[config.mk]
export PLATFORM = sky130hd
export DESIGN_NAME = mix_columns_seq_flat
export DESIGN_NICKNAME = d
export VERILOG_FILES = /design/src/rtl/mix_columns_seq_if.sv /design/src/rtl/mix_columns_seq.sv /design/src/flat_wrapper.sv
export SDC_FILE = /design/constraint.sdc
export NUM_CORES = 1
export LEC_CHECK = 0
export CORE_MARGIN = 2
export CORE_UTILIZATION = 48
export CTS_BUF_LIST = sky130_fd_sc_hd__clkbuf_4 sky130_fd_sc_hd__clkbuf_8
export CTS_CLUSTER_DIAMETER = 100
export DETAILED_ROUTE_END_ITERATION = 7
export DONT_BUFFER_PORTS = 1
export SYNTH_ARGS = -nofsm -noshare
export SYNTH_HDL_FRONTEND = slang
export SYNTH_SLANG_ARGS = --single-unit
[constraint.sdc]
create_clock -name clk -period 3.8 [get_ports clk]
set_input_delay 0.38 -clock clk [delete_from_list [all_inputs] [get_ports clk]]
set_output_delay 0.38 -clock clk [all_outputs]
set_load 0.02 [all_outputs]
[src/rtl/mix_columns_seq_if.sv]
// Handshake bundle for the sequential MixColumns engine: input transaction,
// output result, status and abort.
interface mix_columns_seq_if;
    logic         in_valid;
    logic         in_ready;
    logic         in_inv;
    logic [127:0] in_state;
    logic         out_valid;
    logic         out_ready;
    logic [127:0] out_state;
    logic         busy;
    logic         flush;

    modport master (
        output in_valid, in_inv, in_state, out_ready, flush,
        input  in_ready, out_valid, out_state, busy
    );

    modport slave (
        input  in_valid, in_inv, in_state, out_ready, flush,
        output in_ready, out_valid, out_state, busy
    );
endinterface

[src/rtl/mix_columns_seq.sv]
// Sequential AES MixColumns / InvMixColumns engine, COLS_PER_CYCLE columns
// per clock, with valid/ready handshakes on both sides and a synchronous flush.
module mix_col_lane (
    input  logic [31:0] col,
    input  logic        inv,
    output logic [31:0] res
);
    function automatic logic [7:0] xt(input logic [7:0] b);
        return {b[6:0], 1'b0} ^ (b[7] ? 8'h1b : 8'h00);
    endfunction

    // index 0 is row 0 (the MSB byte of the column)
    logic [0:3][7:0] a, x2, x4, x8, fwd, bwd;
    assign a = col;

    for (genvar r = 0; r < 4; r++) begin : g_row
        localparam int R1 = (r + 1) % 4;
        localparam int R2 = (r + 2) % 4;
        localparam int R3 = (r + 3) % 4;
        assign x2[r] = xt(a[r]);
        assign x4[r] = xt(x2[r]);
        assign x8[r] = xt(x4[r]);
        // rows of [02 03 01 01] and [0E 0B 0D 09], rotated by r
        assign fwd[r] = x2[r] ^ (x2[R1] ^ a[R1]) ^ a[R2] ^ a[R3];
        assign bwd[r] = (x8[r] ^ x4[r] ^ x2[r]) ^ (x8[R1] ^ x2[R1] ^ a[R1])
                      ^ (x8[R2] ^ x4[R2] ^ a[R2]) ^ (x8[R3] ^ a[R3]);
    end

    assign res = inv ? bwd : fwd;
endmodule

module mix_columns_seq #(
    parameter int COLS_PER_CYCLE = 1
) (
    input  logic              clk,
    input  logic              rst_n,
    mix_columns_seq_if.slave  bus
);
    localparam int NCYC = 4 / COLS_PER_CYCLE;
    localparam int CW   = (NCYC > 1) ? $clog2(NCYC) : 1;
    localparam logic [CW-1:0] LAST = CW'(NCYC - 1);

    if (!(COLS_PER_CYCLE == 1 || COLS_PER_CYCLE == 2 || COLS_PER_CYCLE == 4)) begin : g_bad_cfg
        $error("mix_columns_seq: COLS_PER_CYCLE must be 1, 2 or 4");
    end

    typedef enum logic [1:0] {IDLE, BUSY, DONE} state_t;
    state_t state, state_nx;

    logic [CW-1:0]          cnt;
    logic                   inv_q;
    logic [0:3][31:0]       st, st_nx;   // index c is column c
    logic [127:0]           out_q;
    logic [COLS_PER_CYCLE-1:0][1:0]  idx;
    logic [COLS_PER_CYCLE-1:0][31:0] lane_in, lane_res;

    for (genvar l = 0; l < COLS_PER_CYCLE; l++) begin : g_lane
        assign idx[l]     = 2'(int'(cnt) * COLS_PER_CYCLE + l);
        assign lane_in[l] = st[idx[l]];
        mix_col_lane u_lane (.col(lane_in[l]), .inv(inv_q), .res(lane_res[l]));
    end

    always_comb begin
        st_nx = st;
        for (int l = 0; l < COLS_PER_CYCLE; l++) st_nx[idx[l]] = lane_res[l];
    end

    always_comb begin
        state_nx = state;
        case (state)
            IDLE:    if (bus.in_valid)  state_nx = BUSY;
            BUSY:    if (cnt == LAST)   state_nx = DONE;
            DONE:    if (bus.out_ready) state_nx = IDLE;
            default:                    state_nx = IDLE;
        endcase
        if (bus.flush) state_nx = IDLE;
    end

    always_ff @(posedge clk or negedge rst_n) begin
        if (!rst_n) begin
            state <= IDLE;
            cnt   <= '0;
            inv_q <= 1'b0;
            st    <= '0;
            out_q <= '0;
        end else begin
            state <= state_nx;
            if (bus.flush) begin
                cnt <= '0;
            end else begin
                case (state)
                    IDLE: if (bus.in_valid) begin
                        st    <= bus.in_state;
                        inv_q <= bus.in_inv;
                        cnt   <= '0;
                    end
                    BUSY: begin
                        st <= st_nx;
                        // result register only moves when a new result completes
                        if (cnt == LAST) out_q <= st_nx;
                        else             cnt   <= cnt + 1'b1;
                    end
                    default: ;
                endcase
            end
        end
    end

    assign bus.in_ready  = (state == IDLE);
    assign bus.busy      = (state != IDLE);
    assign bus.out_valid = (state == DONE);
    assign bus.out_state = out_q;
endmodule

[src/flat_wrapper.sv]
// flat-port wrapper written by rule: the top's interface ports become plain ports
module mix_columns_seq_flat 
#(
    parameter int COLS_PER_CYCLE = 1
)
  (clk, rst_n, bus_in_valid, bus_in_inv, bus_in_state, bus_out_ready, bus_flush, bus_in_ready, bus_out_valid, bus_out_state, bus_busy);
  mix_columns_seq_if bus_i ();
  input  logic clk;
  input  logic rst_n;
  input wire logic [$bits(bus_i.in_valid)-1:0] bus_in_valid;
  input wire logic [$bits(bus_i.in_inv)-1:0] bus_in_inv;
  input wire logic [$bits(bus_i.in_state)-1:0] bus_in_state;
  input wire logic [$bits(bus_i.out_ready)-1:0] bus_out_ready;
  input wire logic [$bits(bus_i.flush)-1:0] bus_flush;
  output wire logic [$bits(bus_i.in_ready)-1:0] bus_in_ready;
  output wire logic [$bits(bus_i.out_valid)-1:0] bus_out_valid;
  output wire logic [$bits(bus_i.out_state)-1:0] bus_out_state;
  output wire logic [$bits(bus_i.busy)-1:0] bus_busy;
  assign bus_i.in_valid = bus_in_valid;
  assign bus_i.in_inv = bus_in_inv;
  assign bus_i.in_state = bus_in_state;
  assign bus_i.out_ready = bus_out_ready;
  assign bus_i.flush = bus_flush;
  assign bus_in_ready = bus_i.in_ready;
  assign bus_out_valid = bus_i.out_valid;
  assign bus_out_state = bus_i.out_state;
  assign bus_busy = bus_i.busy;
  mix_columns_seq #(.COLS_PER_CYCLE(COLS_PER_CYCLE)) u_core (.clk(clk), .rst_n(rst_n), .bus(bus_i));
endmodule
==> metrics.txt, run 1 <==
# TYPE chip_impl_metric gauge
chip_impl_info{name="clock_tree.root_cell",value="clkbuf_8"} 1
chip_impl_metric{name="viasPerCell",unit=""} 6.37
chip_impl_metric{name="final_period_minus_worst_setup_slack",unit="ps"} 3680
chip_impl_metric{name="rows",unit=""} 65
chip_impl_metric{name="synth_nets",unit=""} 1574
chip_impl_metric{name="fin_skew",unit="ps"} 33.2
chip_impl_metric{name="synth.cell_area",unit="um^2"} 15100
chip_impl_metric{name="grt_overflow_total",unit=""} 0
chip_impl_metric{name="htreeDepth",unit=""} 2
chip_impl_metric{name="timing_hold_violations_final",unit=""} 261
chip_impl_metric{name="synth_async_sr_flop_share",unit=""} 1.00
chip_impl_metric{name="grt_pass1_vias",unit=""} 12500
chip_impl_metric{name="synth_warnings",unit=""} 0
chip_impl_metric{name="cap_violations",unit=""} 0
chip_impl_info{name="flip_flop_cell_with_the_highest_count_after_synthesis",value="dfrtp_1"} 1
chip_impl_metric{name="cts_made_buffers",unit=""} 46
chip_impl_metric{name="clk_latency",unit="ps"} 590
chip_impl_metric{name="critical_path_arrival",unit="ps"} 4210
chip_impl_info{name="kind_of_critical_path",value="flip-flop to flip-flop"} 1
chip_impl_metric{name="slew-limit-headroom",unit=""} 0.340
chip_impl_metric{name="critPathRequiredTime",unit="ps"} 4330
chip_impl_metric{name="seq_area_frac_synth",unit=""} 0.432
chip_impl_metric{name="design.core.area",unit="um^2"} 31300
chip_impl_metric{name="cts_hold_repair.buffers",unit=""} 50
chip_impl_metric{name="worst_r2r_path_depth",unit=""} 9
chip_impl_metric{name="cts_sinks",unit=""} 261
chip_impl_metric{name="cts_setup_buffers",unit=""} 0
chip_impl_info{name="synth.top_cells.by_count",value="dfrtp_1 (261), o21ai_0 (118), nor2_1 (113)"} 1
chip_impl_metric{name="worst_setup_hold_path_clk_slew",unit="ps"} 70
chip_impl_metric{name="synth_edf_count",unit=""} 0
chip_impl_metric{name="drt_pass1_iterations",unit=""} 5
chip_impl_info{name="synth_largest_area_cell",value="dfrtp_1"} 1
chip_impl_metric{name="highest_attainable_clock_frequency",unit="MHz"} 272
chip_impl_info{name="critical_path.endpoint_type",value="flip-flop"} 1
chip_impl_metric{name="syn_inst",unit=""} 1436
chip_impl_info{name="rsz0062_at_grt",value="false"} 1
chip_impl_metric{name="fp.dieH",unit="um"} 182
chip_impl_metric{name="cts_max_path_buffers",unit=""} 3
chip_impl_metric{name="drt.antenna.violating_nets",unit=""} 0
chip_impl_info{name="worst_setup_path_start_kind",value="flip-flop"} 1
chip_impl_metric{name="grtUsageTotal",unit=""} 0.316
chip_impl_metric{name="total_die_area",unit="um^2"} 33000
chip_impl_metric{name="fin_hold_ws",unit="ps"} -486
chip_impl_metric{name="cp_max_fo",unit=""} 13
chip_impl_metric{name="report.final.setup_viol",unit=""} 0
chip_impl_metric{name="via_count",unit=""} 12600
chip_impl_metric{name="grt_start_max_net_pins",unit=""} 262
chip_impl_info{name="synth_most_common_cell",value="dfrtp_1"} 1
chip_impl_metric{name="final_sum_of_negative_setup_slack",unit="ps"} 0
chip_impl_metric{name="synthDistinctLibCells",unit=""} 58
chip_impl_info{name="timing.hold.worst.class",value="input pin to asynchronous set/reset pin"} 1
chip_impl_metric{name="timing.final.max_slew_violations",unit=""} 0
chip_impl_metric{name="postRouteWirelength",unit="mm"} 52.4
chip_impl_metric{name="yosysTopAreaCellShare",unit=""} 0.432
chip_impl_metric{name="drtIter0Drc",unit=""} 1092
chip_impl_metric{name="area_growth",unit="%"} 17.1
chip_impl_metric{name="dp.final_hpwl",unit="mm"} 36.6
chip_impl_info{name="cts_tree",value="built"} 1
chip_impl_metric{name="fp.dieW",unit="um"} 182
chip_impl_metric{name="replace_congestion",unit=""} 0.964
chip_impl_info{name="status",value="complete, but fails checks"} 1
chip_impl_info{name="violations",value="hold timing"} 1
chip_impl_metric{name="post_synthesis_mean_instance_area",unit="um^2"} 10.5
chip_impl_metric{name="num_io_pins",unit=""} 265
chip_impl_metric{name="timing.final.crit_share",unit=""} 0.968
chip_impl_metric{name="nNetsFinal",unit=""} 1674
chip_impl_metric{name="worstMarginPinSlew",unit="ps"} 982
chip_impl_metric{name="drive_gt1_frac",unit=""} 0.182
chip_impl_metric{name="io_buffers",unit=""} 0
chip_impl_metric{name="global_route_wire_length_before_repair",unit="mm"} 79.0
chip_impl_metric{name="grt_antenna_before_repair",unit=""} 1
chip_impl_metric{name="initial_core_util",unit=""} 0.483
chip_impl_metric{name="detail_route.drc_violations",unit=""} 0
chip_impl_metric{name="synthesis_stage_register_bit_count",unit=""} 261
chip_impl_metric{name="route.detailed.wl_per_inst",unit="um"} 26.5
chip_impl_info{name="netlist_top_cells_area",value="dfrtp_1 (43%), xnor2_1 (6.0%), mux4_2 (4.8%)"} 1
-- per-layer routing --
layer | track usage | part of all wire | wire, um
met5 | 0 | 0 | 0
met4 | 0.0875 | 0.025 | 1320
met3 | 0.0969 | 0.10 | 5350
met2 | 0.495 | 0.46 | 24200
met1 | 0.426 | 0.41 | 21500
-- critical path, cell delays in order, from the launching register on --
cell and delay, ps:
dfrtp_2 420, buf_6 240, mux4_2 650, xnor2_4 230, xnor2_1 390, xnor3_1 520, or3_4 440, and2_4 200
a211oi_1 400, a21o_1 130
-- area by class of cell --
cell class                      count  area [um^2]
Multi-Input combinational cell   1037         8050
Clock buffer                       72          885
Antenna cell                        1         2.50
Clock inverter                     10          109
Timing Repair Buffer              181         1610
Inverter                            9         33.8
Sequential cell                   261         6530
Fill cell                        2698        13600
Tap cell                          402          503
-- final timing paths --
check | from | endpoint | slack (ps)
max | u_core.cnt[0]$_DFFE_PN0P_ | u_core.bus.out_state[38]$_DFFE_PN0P_ | 120
min | rst_n | u_core.bus.out_state[42]$_DFFE_PN0P_ | -490
max reg2reg | u_core.cnt[0]$_DFFE_PN0P_ | u_core.bus.out_state[38]$_DFFE_PN0P_ | 120
min reg2reg | u_core.st[23]$_DFFE_PN0P_ | u_core.st[23]$_DFFE_PN0P_ | 500
max in group asynchronous | rst_n | u_core.st[48]$_DFFE_PN0P_ | 3770
min in group clk | bus_in_state[57] | u_core.st[57]$_DFFE_PN0P_ | 20
-- state kept, by name, indices dropped and copies added, names as in the netlist --
name,count
u_core.cnt,2
u_core.st,128
u_core.bus.out_state,128
u_core.state,2
u_core.inv_q,1
-- cell usage in the layout, fill, tap and decap left out, types with 10 or more instances in the layout --
| master | instances |
|---|---|
| a211oi_1 | 48 |
| a21o_1 | 72 |
| a21oi_1 | 93 |
| a31oi_1 | 35 |
| a32oi_1 | 28 |
| buf_12 | 10 |
| buf_4 | 120 |
| clkbuf_4 | 17 |
| clkbuf_8 | 55 |
| dfrtp_1 | 260 |
| dlygate4sd3_1 | 50 |
| mux4_2 | 32 |
| nand2_1 | 87 |
| nor2_1 | 112 |
| nor3b_1 | 15 |
| o21ai_0 | 117 |
| o21ai_1 | 28 |
| o22a_1 | 38 |
| o32ai_1 | 24 |
| or3_1 | 10 |
| xnor2_1 | 103 |
| xnor2_2 | 11 |
| xnor3_1 | 26 |
| xor2_1 | 39 |
-- timing repair --
action                                  4_1_cts  5_1_grt
gates resized for setup                       0        1
endpoints found under the hold margin       312      261
endpoints found under the setup margin        0        7
-- through the flow --
| step | std cells | area (um^2) | util | worst slack (ps) | hold WS, ps |
|---|---|---|---|---|---|
| final | 1973 | 17700 | 0.566 | 122 | -486 |
| after global routing | 1972 | 17700 | 0.566 | 37.4 | -507 |
| after CTS | 1972 | 17700 | 0.566 | 108 | -528 |
| after detailed placement | 1840 | 16200 | 0.518 | 135 | 92.8 |
| after global placement | 1840 | 16200 | 0.518 | 77.5 | 94.7 |
| after floorplan | 1436 | 15100 | - | 462 | 84.4 |
-- cells by family after synthesis --
logic type / Yosys count / synth area share
AND/OR/NAND/NOR: 257 / 0.0746
multiplexers: 45 / 0.0575
flip-flops: 261 / 0.432
buffers and inverters: 138 / 0.0397
XOR/XNOR: 197 / 0.161
adder cells (fa/ha/maj): 4 / 0.00331
AO/OA/AOI/OAI: 534 / 0.233
Power of run 1 is not shown: default switching activity piles up to over one toggle a cycle in this logic, so the estimate is an artifact.
==> run 2, diff against run 1 <==
--- a/config.mk
+++ b/config.mk
@@ -5,12 +5,14 @@
 export SDC_FILE = /design/constraint.sdc
 export NUM_CORES = 1
 export LEC_CHECK = 0
+export ABC_AREA = 1
 export CORE_MARGIN = 2
-export CORE_UTILIZATION = 48
+export CORE_UTILIZATION = 55
 export CTS_BUF_LIST = sky130_fd_sc_hd__clkbuf_4 sky130_fd_sc_hd__clkbuf_8
 export CTS_CLUSTER_DIAMETER = 100
 export DETAILED_ROUTE_END_ITERATION = 7
 export DONT_BUFFER_PORTS = 1
+export PLACE_DENSITY = 0.7
 export SYNTH_ARGS = -nofsm -noshare
 export SYNTH_HDL_FRONTEND = slang
 export SYNTH_SLANG_ARGS = --single-unit
==> run 2 against run 1 <==
First-iteration DRC count grew to 2.7 times the previous value. Flip-flop and latch count did not move. The run still ends with hold timing left. Routed wire length is 60% higher. Maximum frequency hardly changed. Cell area increased by 20%. Global-route usage grew 14 points. Largest cell class unchanged. Die area is 10% higher.
==> metrics.txt, run 2 <==
# TYPE chip_impl_metric gauge
chip_impl_info{name="kind_of_critical_path",value="flip-flop to flip-flop"} 1
chip_impl_metric{name="timing.final.max_slew_violations",unit=""} 0
chip_impl_metric{name="post_synthesis_mean_instance_area",unit="um^2"} 6.68
chip_impl_metric{name="cell_count_along_the_critical_path",unit=""} 21
chip_impl_metric{name="fin_skew",unit="ps"} 41.1
chip_impl_metric{name="syn_inst",unit=""} 2874
chip_impl_metric{name="cellLeakagePower",unit="nW"} 10.7
chip_impl_metric{name="cts_made_buffers",unit=""} 45
chip_impl_metric{name="timing.final.crit_share",unit=""} 0.968
chip_impl_metric{name="cts_hold_repair.buffers",unit=""} 57
chip_impl_metric{name="synth_compound_area_frac",unit=""} 0.0741
chip_impl_metric{name="seq_area_frac_synth",unit=""} 0.340
chip_impl_metric{name="groute.layer.met2.usage",unit=""} 0.690
chip_impl_metric{name="fp.dieH",unit="um"} 191
chip_impl_metric{name="highest_attainable_clock_frequency",unit="MHz"} 272
chip_impl_metric{name="synth_warnings",unit=""} 0
chip_impl_metric{name="yosys.area_share.simple",unit=""} 0.413
chip_impl_metric{name="grtUsageMet3",unit=""} 0.118
chip_impl_info{name="dominant_combinational_cell_family_by_area_after_synthesis",value="simple AND/OR/NAND/NOR gates"} 1
chip_impl_metric{name="postRouteWirelength",unit="mm"} 83.8
chip_impl_metric{name="drt_pass1_iterations",unit=""} 6
chip_impl_metric{name="synth_async_sr_flop_share",unit=""} 1.00
chip_impl_info{name="netlist_top_cells_area",value="dfrtp_1 (34%), nand2_1 (23%), nand3_1 (7.5%)"} 1
chip_impl_metric{name="cts_max_path_buffers",unit=""} 3
chip_impl_metric{name="fin_ws",unit="ps"} 121
chip_impl_metric{name="num_io_pins",unit=""} 265
chip_impl_metric{name="post_synth_fa_ha_maj_area_fraction",unit=""} 0.00261
chip_impl_metric{name="critical_path_buf_inv_count",unit=""} 3
chip_impl_info{name="crit_chain",value="inv_8 > nand2_1 > nand3_1 > nand2_2 > inv_2 > nand2_1 > nand2_1 > inv_1 > nand2_1 > nand2_1 > nand2_1 > nand2_1 > xnor2_1 > nand2_1 > nand2_1 > nand2_1 > nand2_2 > nand2_1 > nand3_1 > nand2_1 > nand2_1"} 1
chip_impl_metric{name="cp_max_fo",unit=""} 71
chip_impl_metric{name="grtUsageTotal",unit=""} 0.457
chip_impl_info{name="critical_path.slowest_cell",value="dfrtp_2"} 1
chip_impl_metric{name="htreeDepth",unit=""} 2
chip_impl_metric{name="synthDistinctLibCells",unit=""} 44
chip_impl_metric{name="dp.final_hpwl",unit="mm"} 61.8
chip_impl_metric{name="fin_hold_ws",unit="ps"} -531
chip_impl_info{name="most_common_library_cell_in_the_layout_ignoring_fill_and_taps",value="nand2_1"} 1
chip_impl_info{name="worst_setup_path_start_kind",value="flip-flop"} 1
chip_impl_metric{name="final_period_minus_worst_setup_slack",unit="ps"} 3680
chip_impl_metric{name="drive_gt1_frac",unit=""} 0.107
chip_impl_metric{name="swShare",unit=""} 0.593
chip_impl_metric{name="finalNonFillerCells",unit=""} 3401
chip_impl_metric{name="synth.cell_area",unit="um^2"} 19200
chip_impl_metric{name="placement.setup.worst_slack",unit="ps"} 188
chip_impl_metric{name="p_per_area",unit="nW/um^2"} 1080
chip_impl_info{name="critical_path.endpoint_type",value="flip-flop"} 1
chip_impl_info{name="status",value="complete, but fails checks"} 1
chip_impl_metric{name="fp.dieW",unit="um"} 191
chip_impl_metric{name="parity_gate_share_of_the_synthesized_area_counting_xor_and_xnor_cells",unit=""} 0.106
chip_impl_metric{name="worstMarginPinSlew",unit="ps"} 1260
chip_impl_metric{name="cap_violations",unit=""} 0
chip_impl_metric{name="vdd_ir_drop_max",unit="uV"} 705
chip_impl_metric{name="drt.antenna.violating_nets",unit=""} 0
chip_impl_info{name="synth_largest_area_cell",value="dfrtp_1"} 1
chip_impl_metric{name="initial_core_util",unit=""} 0.557
chip_impl_metric{name="critical_path_arrival",unit="ps"} 4260
chip_impl_info{name="timing.hold.worst.class",value="input pin to asynchronous set/reset pin"} 1
chip_impl_metric{name="area_growth",unit="%"} 10.6
chip_impl_metric{name="design.core.area",unit="um^2"} 34500
chip_impl_metric{name="power.share.sequential",unit=""} 0.172
chip_impl_metric{name="internal_power",unit="mW"} 9.35
chip_impl_metric{name="total_die_area",unit="um^2"} 36400
chip_impl_metric{name="longest_individual_stage_delay_on_the_worst_path",unit="ps"} 470
chip_impl_metric{name="yosysTopAreaCellShare",unit=""} 0.340
chip_impl_metric{name="clk_latency",unit="ps"} 650
chip_impl_metric{name="net-switching-power",unit="mW"} 13.6
chip_impl_info{name="synth_most_common_cell",value="nand2_1"} 1
chip_impl_metric{name="grt_antenna_before_repair",unit=""} 3
chip_impl_metric{name="timing_hold_violations_final",unit=""} 261
chip_impl_metric{name="use_met1",unit=""} 0.585
chip_impl_info{name="globalRoute.busiestLayer",value="met2"} 1
chip_impl_metric{name="drtIter0Drc",unit=""} 2914
chip_impl_metric{name="rows",unit=""} 68
chip_impl_metric{name="grt_overflow_total",unit=""} 0
chip_impl_metric{name="report.final.setup_viol",unit=""} 0
chip_impl_metric{name="synthesis_stage_register_bit_count",unit=""} 261
chip_impl_metric{name="worst_setup_hold_path_clk_slew",unit="ps"} 70
chip_impl_info{name="violations",value="hold timing"} 1
chip_impl_info{name="rsz0062_at_grt",value="true"} 1
chip_impl_metric{name="detail_route.drc_violations",unit=""} 0
chip_impl_metric{name="replace_congestion",unit=""} 1.06
chip_impl_info{name="worst_path_most_repeated_cell",value="nand2_1"} 1
chip_impl_metric{name="synth_edf_count",unit=""} 0
chip_impl_info{name="final_cell_mix",value="nand2_1 (1163), nor2_1 (338), nand3_1 (287)"} 1
chip_impl_metric{name="power.combinational.fraction",unit=""} 0.708
chip_impl_metric{name="via_count",unit=""} 20600
chip_impl_metric{name="route.detailed.wl_per_inst",unit="um"} 24.6
chip_impl_info{name="cell_type_group_with_the_largest_total_delay_on_the_critical_path",value="simple AND/OR/NAND/NOR gates"} 1
chip_impl_metric{name="cts_sinks",unit=""} 261
chip_impl_metric{name="nNetsFinal",unit=""} 3048
chip_impl_metric{name="power_frac_clock",unit=""} 0.121
chip_impl_metric{name="viasPerCell",unit=""} 6.05
chip_impl_metric{name="worst_r2r_path_depth",unit=""} 21
chip_impl_info{name="clock_tree.root_cell",value="clkbuf_8"} 1
chip_impl_metric{name="fill_cells",unit=""} 3145
chip_impl_metric{name="global_route_wire_length_before_repair",unit="mm"} 122
chip_impl_metric{name="grt_pass1_vias",unit=""} 19000
chip_impl_metric{name="synth_nets",unit=""} 3012
chip_impl_metric{name="slew-limit-headroom",unit=""} 0.158
chip_impl_metric{name="critPathRequiredTime",unit="ps"} 4380
chip_impl_metric{name="grt_start_max_net_pins",unit=""} 262
chip_impl_info{name="synth.top_cells.by_count",value="nand2_1 (1163), nor2_1 (341), nand3_1 (287)"} 1
chip_impl_info{name="flip_flop_cell_with_the_highest_count_after_synthesis",value="dfrtp_1"} 1
chip_impl_info{name="cts_tree",value="built"} 1
chip_impl_metric{name="placed_cells_incl_taps",unit=""} 3258
chip_impl_metric{name="synth.mux.area_fraction",unit=""} 0.00156
chip_impl_metric{name="io_buffers",unit=""} 0
-- run 2: cell types whose count changed after synthesis, sizes merged, moves of 38 or more --
cell	before	now
a211oi	48	6
a21o	72	1
a21oi	93	28
a31oi	35	97
buf	25	64
inv	8	116
nand2	87	1239
nand3	9	301
nor2	113	345
o21ai	147	82
o22a	38	0
xnor2	116	78
xor2	41	126
-- run 2: layout make-up --
class / instances / area (um^2) / share of cell area
antenna: 3 / 7.51 / 0.000354
clock buffer: 67 / 860 / 0.0405
clock inverter: 13 / 97.6 / 0.00460
inverter: 120 / 468 / 0.0220
multi-input combinational: 2350 / 11500 / 0.542
sequential: 261 / 6530 / 0.308
tap: 455 / 569 / 0.0268
timing repair buffer: 132 / 1200 / 0.0563
-- run 2: final timing paths --
path,to,slack (ps),from
worst max-delay path,u_core.st[107]$_DFFE_PN0P_,120,u_core.cnt[0]$_DFFE_PN0P_
worst min-delay path,u_core.bus.out_state[30]$_DFFE_PN0P_,-530,rst_n
worst max register to register,u_core.st[107]$_DFFE_PN0P_,120,u_core.cnt[0]$_DFFE_PN0P_
worst min register to register,u_core.st[65]$_DFFE_PN0P_,510,u_core.st[65]$_DFFE_PN0P_
max in group asynchronous,u_core.bus.out_state[22]$_DFFE_PN0P_,3310,rst_n
min in group clk,u_core.st[108]$_DFFE_PN0P_,20,bus_in_state[108]
-- run 2: logic make-up (layout without fill, tap and decap cells) --
family	count (synthesis)	in the layout
AND/OR/NAND/NOR	1905	1905
adder cells (fa/ha/maj)	4	4
flip-flops	261	261
multiplexers	3	3
XOR/XNOR	204	204
buffers and inverters	263	332
other	0	3
AO/OA/AOI/OAI	234	234
-- run 2: per-stage QoR --
step                      hold slack (ps)  instance area [um^2]  total power, mW  setup TNS [ps]  utilization
after floorplan                      84.4                 19200             13.7               0            -
after global placement               93.6                 19600             19.2               0        0.570
after detailed placement             95.7                 19600             19.4               0        0.570
after CTS                            -570                 21200             22.3               0        0.615
after global routing                 -552                 21200             24.0           -36.4        0.616
final                                -531                 21200             23.0               0        0.616
-- run 2: power groups by stage --
stage	Clock [mW]	Sequential [mW]	Combinational, mW
6_report	2.78	3.95	16.3
5_1_grt	2.87	3.97	17.2
4_1_cts	2.77	3.91	15.6
3_5_place_dp	0	3.95	15.5
3_3_place_gp	0	3.93	15.3
2_1_floorplan	0	3.72	9.94
-- run 2: what timing repair did --
| item | in CTS | in global routing |
|---|---|---|
| setup buffers | 0 | 3 |
| hold endpoints to repair | 315 | 261 |
| gates resized for setup | 0 | 3 |
| setup endpoints to repair | 0 | 23 |
-- run 2: metal layers --
layer	vias up	share of wire
met5	-	0
met4	0	0.075
met3	285	0.12
met2	1402	0.43
met1	9648	0.37
li1	9227	-
Note: power is estimated with default switching activity, not from simulation.
==> run 3, diff against run 2 <==
--- a/config.mk
+++ b/config.mk
@@ -13,6 +13,7 @@
 export DETAILED_ROUTE_END_ITERATION = 7
 export DONT_BUFFER_PORTS = 1
 export PLACE_DENSITY = 0.7
+export REMOVE_ABC_BUFFERS = 1
 export SYNTH_ARGS = -nofsm -noshare
 export SYNTH_HDL_FRONTEND = slang
 export SYNTH_SLANG_ARGS = --single-unit
==> run 3 against run 2 <==
The run still ends with hold timing left. Largest power group unchanged. Flip-flop and latch count unchanged. Register-to-register slack better by 130 ps. Combinational power down 12%. Non-clock buffer count up 10. Power down 8.0%. Final cell count up 0.26%. Clock skew up 2.7 ps. Core utilization up 0.48 points. Critical path type unchanged. Clock power up 5%. Highest routed layer unchanged.
==> metrics.txt, run 3 (same netlist as run 2, synthesis figures left out) <==
# TYPE chip_impl_metric gauge
chip_impl_metric{name="drtIter0Drc",unit=""} 2025
chip_impl_metric{name="slew-limit-headroom",unit=""} 0.167
chip_impl_metric{name="cap_violations",unit=""} 0
chip_impl_metric{name="fill_cells",unit=""} 3135
chip_impl_metric{name="cts_setup_buffers",unit=""} 0
chip_impl_metric{name="vdd_ir_drop_max",unit="uV"} 427
chip_impl_metric{name="grt_start_max_net_pins",unit=""} 262
chip_impl_metric{name="power_frac_clock",unit=""} 0.138
chip_impl_metric{name="replace_congestion",unit=""} 1.04
chip_impl_metric{name="final_period_minus_worst_setup_slack",unit="ps"} 3550
chip_impl_metric{name="highest_attainable_clock_frequency",unit="MHz"} 282
chip_impl_metric{name="io_buffers",unit=""} 0
chip_impl_metric{name="cts_hold_repair.buffers",unit=""} 56
chip_impl_metric{name="nNetsFinal",unit=""} 3058
chip_impl_metric{name="cellLeakagePower",unit="nW"} 10.8
chip_impl_info{name="status",value="complete, but fails checks"} 1
chip_impl_metric{name="fp.dieH",unit="um"} 191
chip_impl_metric{name="clk_latency",unit="ps"} 630
chip_impl_metric{name="power.combinational.fraction",unit=""} 0.682
chip_impl_info{name="final_cell_mix",value="nand2_1 (1163), nor2_1 (338), nand3_1 (287)"} 1
chip_impl_metric{name="grt_pass1_vias",unit=""} 19100
chip_impl_metric{name="cts_sinks",unit=""} 261
chip_impl_metric{name="antenna_cells_inserted",unit=""} 0
chip_impl_metric{name="postRouteWirelength",unit="mm"} 72.4
chip_impl_metric{name="grt_overflow_total",unit=""} 0
chip_impl_metric{name="critPathRequiredTime",unit="ps"} 4330
chip_impl_info{name="timing.hold.worst.class",value="input pin to asynchronous set/reset pin"} 1
chip_impl_metric{name="post-route-util",unit=""} 0.621
chip_impl_info{name="most_common_library_cell_in_the_layout_ignoring_fill_and_taps",value="nand2_1"} 1
chip_impl_metric{name="critical_path_arrival",unit="ps"} 4070
chip_impl_metric{name="cts_max_path_buffers",unit=""} 3
chip_impl_info{name="cts_tree",value="built"} 1
chip_impl_metric{name="global_route_wire_length_before_repair",unit="mm"} 109
chip_impl_metric{name="fin_skew",unit="ps"} 43.8
chip_impl_info{name="critical_path.endpoint_type",value="flip-flop"} 1
chip_impl_metric{name="fp.dieW",unit="um"} 191
chip_impl_info{name="rsz0062_at_grt",value="false"} 1
chip_impl_metric{name="placed_cells_incl_taps",unit=""} 3272
chip_impl_metric{name="grt_antenna_before_repair",unit=""} 0
chip_impl_metric{name="p_per_area",unit="nW/um^2"} 989
chip_impl_metric{name="postCtsResizedCells",unit=""} 0
chip_impl_metric{name="timing.final.max_slew_violations",unit=""} 0
chip_impl_metric{name="initial_core_util",unit=""} 0.557
chip_impl_metric{name="finalNonFillerCells",unit=""} 3410
chip_impl_metric{name="worst-r2r-setup-slack",unit="ps"} 250
chip_impl_metric{name="cts_made_buffers",unit=""} 45
chip_impl_info{name="worst_setup_path_start_kind",value="flip-flop"} 1
chip_impl_metric{name="worst_setup_hold_path_clk_slew",unit="ps"} 60
chip_impl_metric{name="power.share.sequential",unit=""} 0.180
chip_impl_info{name="clock_tree.root_cell",value="clkbuf_8"} 1
chip_impl_metric{name="internal_power",unit="mW"} 9.50
chip_impl_metric{name="drt.antenna.violating_nets",unit=""} 0
chip_impl_metric{name="worstMarginPinSlew",unit="ps"} 1250
chip_impl_info{name="kind_of_critical_path",value="flip-flop to flip-flop"} 1
chip_impl_metric{name="timing_hold_violations_final",unit=""} 261
chip_impl_metric{name="drt_pass1_iterations",unit=""} 7
chip_impl_metric{name="swShare",unit=""} 0.551
chip_impl_info{name="violations",value="hold timing"} 1
chip_impl_metric{name="drive_gt1_frac",unit=""} 0.110
chip_impl_metric{name="rows",unit=""} 68
chip_impl_metric{name="grtUsageTotal",unit=""} 0.395
chip_impl_metric{name="timing.final.crit_share",unit=""} 0.934
chip_impl_metric{name="fin_hold_ws",unit="ps"} -528
chip_impl_metric{name="area_growth",unit="%"} 11.4
chip_impl_metric{name="total_die_area",unit="um^2"} 36400
chip_impl_metric{name="detail_route.drc_violations",unit=""} 0
chip_impl_metric{name="dp.final_hpwl",unit="mm"} 51.2
chip_impl_metric{name="final_sum_of_negative_setup_slack",unit="ps"} 0
chip_impl_metric{name="cp_max_fo",unit=""} 22
chip_impl_metric{name="design.core.area",unit="um^2"} 34500
chip_impl_metric{name="route.detailed.wl_per_inst",unit="um"} 21.2
chip_impl_metric{name="via_count",unit=""} 20100
chip_impl_metric{name="num_io_pins",unit=""} 265
chip_impl_metric{name="net-switching-power",unit="mW"} 11.7
chip_impl_metric{name="htreeDepth",unit=""} 2
chip_impl_metric{name="viasPerCell",unit=""} 5.89
chip_impl_metric{name="report.final.setup_viol",unit=""} 0
[run 3: metal layers]
metal | GRT usage | up-vias | routed length [um]
li1 | - | 9242 | -
met1 | 0.525 | 9470 | 28900
met3 | 0.0659 | 209 | 7450
met2 | 0.633 | 1159 | 32900
met4 | 0.175 | 0 | 3110
met5 | 0 | - | 0
[run 3: final timing paths]
path / from / to / cells after the start
hold / removal: rst_n / u_core.bus.out_state[73]$_DFFE_PN0P_ / 0
hold reg to reg: u_core.st[90]$_DFFE_PN0P_ / u_core.st[90]$_DFFE_PN0P_ / 2
max in group asynchronous: rst_n / u_core.bus.out_state[54]$_DFFE_PN0P_ / 0
min in group clk: bus_in_state[103] / u_core.st[103]$_DFFE_PN0P_ / 4
setup / recovery: u_core.cnt[1]$_DFFE_PN0P_ / u_core.st[106]$_DFFE_PN0P_ / 15
setup reg to reg: u_core.cnt[1]$_DFFE_PN0P_ / u_core.st[106]$_DFFE_PN0P_ / 15
[run 3: critical path: stages (launching register included)]
cell	delay, ps
dfrtp_2	430
inv_2	470
buf_12	260
nand3_1	90
nand2_1	410
nand3_1	200
nand2_4	240
xor2_2	190
nand3_1	130
nand3_1	100
nand2_1	60
o21ai_2	450
nand2_1	150
nand3_1	100
nand2_1	70
nand2_1	60
[run 3: cell type report]
| cell class | count | area [um^2] | share of cell area |
|---|---|---|---|
| multi-input cells | 2350 | 11500 | 0.536 |
| repair buffers | 142 | 1330 | 0.0622 |
| clock inverters | 8 | 100 | 0.00468 |
| flip-flops and latches | 261 | 6530 | 0.305 |
| well taps | 455 | 569 | 0.0266 |
| inverters | 120 | 468 | 0.0219 |
| clock buffers | 74 | 918 | 0.0429 |
[run 3: power groups by stage]
stage          sequential (mW)  combinational [mW]  clock, mW
6_report                  3.82                14.4       2.91
5_1_grt                   3.87                15.7       3.05
4_1_cts                   3.80                14.1       2.93
3_5_place_dp              3.85                14.0          0
3_3_place_gp              3.83                13.8          0
2_1_floorplan             3.75                9.81          0
[run 3: metrics by stage]
| stage | worst slack (ps) | instance area [um^2] | total power, mW |
|---|---|---|---|
| 2_1_floorplan | -10400 | 18500 | 13.6 |
| 4_1_cts | 364 | 21400 | 20.9 |
| 5_1_grt | 85.2 | 21400 | 22.6 |
| 3_5_place_dp | 372 | 19800 | 17.9 |
| 3_3_place_gp | 434 | 19800 | 17.7 |
| 6_report | 252 | 21400 | 21.2 |
